File: src/rtl/settle_timer.sv
// Down-counting settle timer: load arms it, expire is high while the count is zero.
// The count only moves while enabled so it can sit idle between vectors.
module settle_timer #(
  parameter int W = 4
) (
  input  logic         clk,
  input  logic         rst_n,
  input  logic         load,
  input  logic [W-1:0] load_val,
  input  logic         en,
  output logic         expire
);

  logic [W-1:0] count;

  always_ff @(posedge clk or negedge rst_n) begin
    if (!rst_n) begin
      count <= '0;
    end else if (load) begin
      count <= load_val;
    end else if (en && (count != '0)) begin
      count <= count - 1'b1;
    end
  end

  assign expire = (count == '0);

endmodule

File: config.mk
export PLATFORM = sky130hd
export DESIGN_NAME = settle_timer
export DESIGN_NICKNAME = d
export VERILOG_FILES = /design/src/rtl/settle_timer.sv
export SDC_FILE = /design/constraint.sdc
export NUM_CORES = 1
export LEC_CHECK = 0
export CAP_MARGIN = 20
export CORE_AREA = 2 2 39 41
export DETAILED_ROUTE_END_ITERATION = 8
export DIE_AREA = 0 0 41 43
export SETUP_SLACK_MARGIN = 0.3
export SLEW_MARGIN = 20
export SYNTH_ARGS = -nofsm -noshare
export SYNTH_HDL_FRONTEND = slang
export SYNTH_SLANG_ARGS = --single-unit
File: constraint.sdc
create_clock -name clk -period 1.3 [get_ports clk]
set_clock_uncertainty 0.05 [all_clocks]
set_input_delay 0.26 -clock clk [delete_from_list [all_inputs] [get_ports clk]]
set_output_delay 0.26 -clock clk [all_outputs]
set_load 0.01 [all_outputs]
==> out/results.ini, run 1 <==
[run_status]
status = finished with violations
violations = setup timing

[timing]
finalCriticalPeriod_ns = 1.45
slew_headroom_pct = 84.8
fmax_mhz = 690
post-route-period-util_pct = 111
hold_ws_ns = 0.183
setup_viol = 5
worstMarginPinSlew_ns = 0.228
drv_slew = 0
fin_ws_ns = -0.149
grt_setup_unrepaired = true
hold_viol = 0

[critical_path]
arrival_ns = 1.55
reg2reg_to = count[1]
crit_fanout = 4
reg2reg_from = count[0]
path_class = reg2reg
critPathLaunchType = flip-flop
regToRegSetupSlack_ns = -0.15
cp.required_ns = 1.41
cp-endpoint = count[1]
end_kind = flip-flop
crit_start = count[0]
ff2ff_path_depth = 6

[floorplan]
core-area_mm2 = 0.00138
die_h_um = 43
chipWidth_um = 41
initial_utilization_pct = 19.5
ios = 9
die-area_mm2 = 0.00176
fp-row-count = 14

[clock_tree]
root_buffer = clkbuf_4
clkSlewWorstSetupHoldPaths_ns = 0.04
clockBufferDepth = 2
cts_buffers = 3
cts_hold_buf = 0
htreeDepth = 1
clk_latency_ns = 0.23
clock_sinks = 4
cts_tree = done

[synth]
synth_top_area_cell = dfrtp_1
ys_types = 18
yosysSeqAreaShare_pct = 37.0
synth_nets = 36
syn_inst = 27
synthArstFlopShare_pct = 100
ys_top_cells_by_area = dfrtp_1, nor4b_2, ha_1, nor3b_2, o211ai_2
synth_most_common_cell = dfrtp_1
synth.avg_cell_area_um2 = 10.0
ys.flop_type = dfrtp_1
yosys_register_bits = 4
syn-cell-area_um2 = 270
ys_warn_count = 0
synth_commonest_cells = dfrtp_1, inv_1, nand2_1
synth_top_cell_area_share_pct = 37.0
synth_edf_count = 0

[pwr]
power_density_mw_per_mm2 = 974
swShare_pct = 26.6
internal_power_mw = 0.351
leakage_nw = 0.218
power_frac_comb_pct = 36.5
clockPowerShare_pct = 31.3
ir_drop_mv = 0.315
power_frac_seq_pct = 32.2
switching_power_mw = 0.127

[layout]
top_regs = count x4
final_cells = 63
fin_nets = 58
multi_input_area_um2 = 183
diodes = 0
regArea_um2 = 100
area_growth_pct = 81.5
regMostFlops = count
drive_above_1_share_pct = 46.8
finalInstanceArea_um2 = 490
largest_reg_flops = 4
fillers = 136

[route]
wl_met3_um = 41
drcViolationCount = 0
vias = 277
wl_per_cell_um = 9.79
topRoutingLayerUsed = met4
dr.pass1.iters = 4
drtIter0Drc = 3
detail-route-antenna-nets = 0
met2WireLength_um = 296
drt-total-wl_um = 617
wl_met1_um = 269
via_per_inst = 4.40

[job]
drv_cap = 0

[global_route]
track_usage_pct = 10.1
grt.overflow.total = 0
grt_pass1_wl_um = 1120
grt_max_degree = 6
grt_pass1_vias = 281
antenna_found_initial = 0

[placement]
gp_congestion = 0.705
place_area_um2 = 445
dp_cells = 59
dp_hpwl_um = 503
io_buffers = 8

[min_path]
hold_class = in2async

==> cell usage in the layout, fill, tap and decap left out <==
cell	Yosys	layout
inv_1	3	1
buf_4	0	9
dfrtp_1	4	4
o31a_1	1	1
o21a_1	1	1
o21ai_1	0	1
inv_2	0	2
buf_6	1	1
o21ai_0	2	1
or4_4	0	1
nor3_1	2	2
nor3b_4	0	1
nor4b_4	0	1
clkbuf_4	0	3
ha_4	0	1
and4b_1	1	1
a221o_1	1	1
nand2_1	3	3
buf_2	0	1
nor3b_1	1	1
clkdlybuf4s50_1	0	7
or2b_1	1	1
a21oi_2	0	1
o211ai_2	1	1
==> power groups by stage <==
stage / logic (mW) / clock network (mW) / registers, mW
floorplan: 0.0714 / 0 / 0.159
global placement: 0.152 / 0 / 0.155
detailed placement: 0.154 / 0 / 0.155
CTS: 0.167 / 0.160 / 0.154
global route: 0.193 / 0.164 / 0.156
finish: 0.174 / 0.150 / 0.154
==> cells by family after synthesis <==
logic type,share of synthesized area [%]
and+or+nand+nor,30.1
buffers and inverters,8.33
adders and majority gates,4.63
AOI/OAI and AO/OA,19.9
DFF,37.0
==> critical path: stages, from the launching register on <==
cell and delay [ns]:
dfrtp_1 0.36, inv_2 0.05, ha_4 0.15, nor3b_4 0.14
buf_4 0.14, or4_4 0.41, o211ai_2 0.07
==> through the flow <==
step           utilization [%]  worst slack [ns]  power, mW  TNS [ns]
6_report                  35.4            -0.149      0.478    -0.472
5_1_grt                   35.4            -0.210      0.514    -0.806
4_1_cts                   34.6            -0.165      0.481    -0.494
3_3_place_gp              32.2            -0.281      0.308     -1.08
2_1_floorplan                -           -0.0648      0.231    -0.109
3_5_place_dp              32.2            -0.310      0.310     -1.12
==> worst min-delay path by stage <==
stage                to  slack (ns)  startpoint  cells after the start
2_1_floorplan  count[0]       -0.09       rst_n                      0
3_3_place_gp   count[3]        0.43       rst_n                      1
3_5_place_dp   count[3]        0.44       rst_n                      1
4_1_cts        count[0]        0.18       rst_n                      1
5_1_grt        count[0]        0.19       rst_n                      1
6_report       count[0]        0.18       rst_n                      1
==> routing by layer <==
| metal | vias to the layer above | GRT usage, % |
|---|---|---|
| met2 | 6 | 13.1 |
| met1 | 127 | 12.1 |
| met4 | 0 | 10.0 |
| met3 | 2 | 3.14 |
| met5 | - | 0 |
| li1 | 142 | - |
==> what timing repair did <==
item,4_1_cts,5_1_grt
gates resized for setup,7,1
setup buffers,0,1
setup endpoints to repair,5,5
pin swaps,2,1
==> layout make-up <==
cell class	instances	area share, %
multi-input cells	19	37.2
repair buffers	18	31.4
flip-flops and latches	4	20.4
clock buffers	3	4.59
well taps	16	4.08
inverters	3	2.30
(Power assumes the default switching activity.)
==> run 2, diff against run 1 <==
CAP_MARGIN = 5   (was 20)
==> results of run 2 <==
Same layout as run 1: the final DEF is identical, and so are final timing and power.
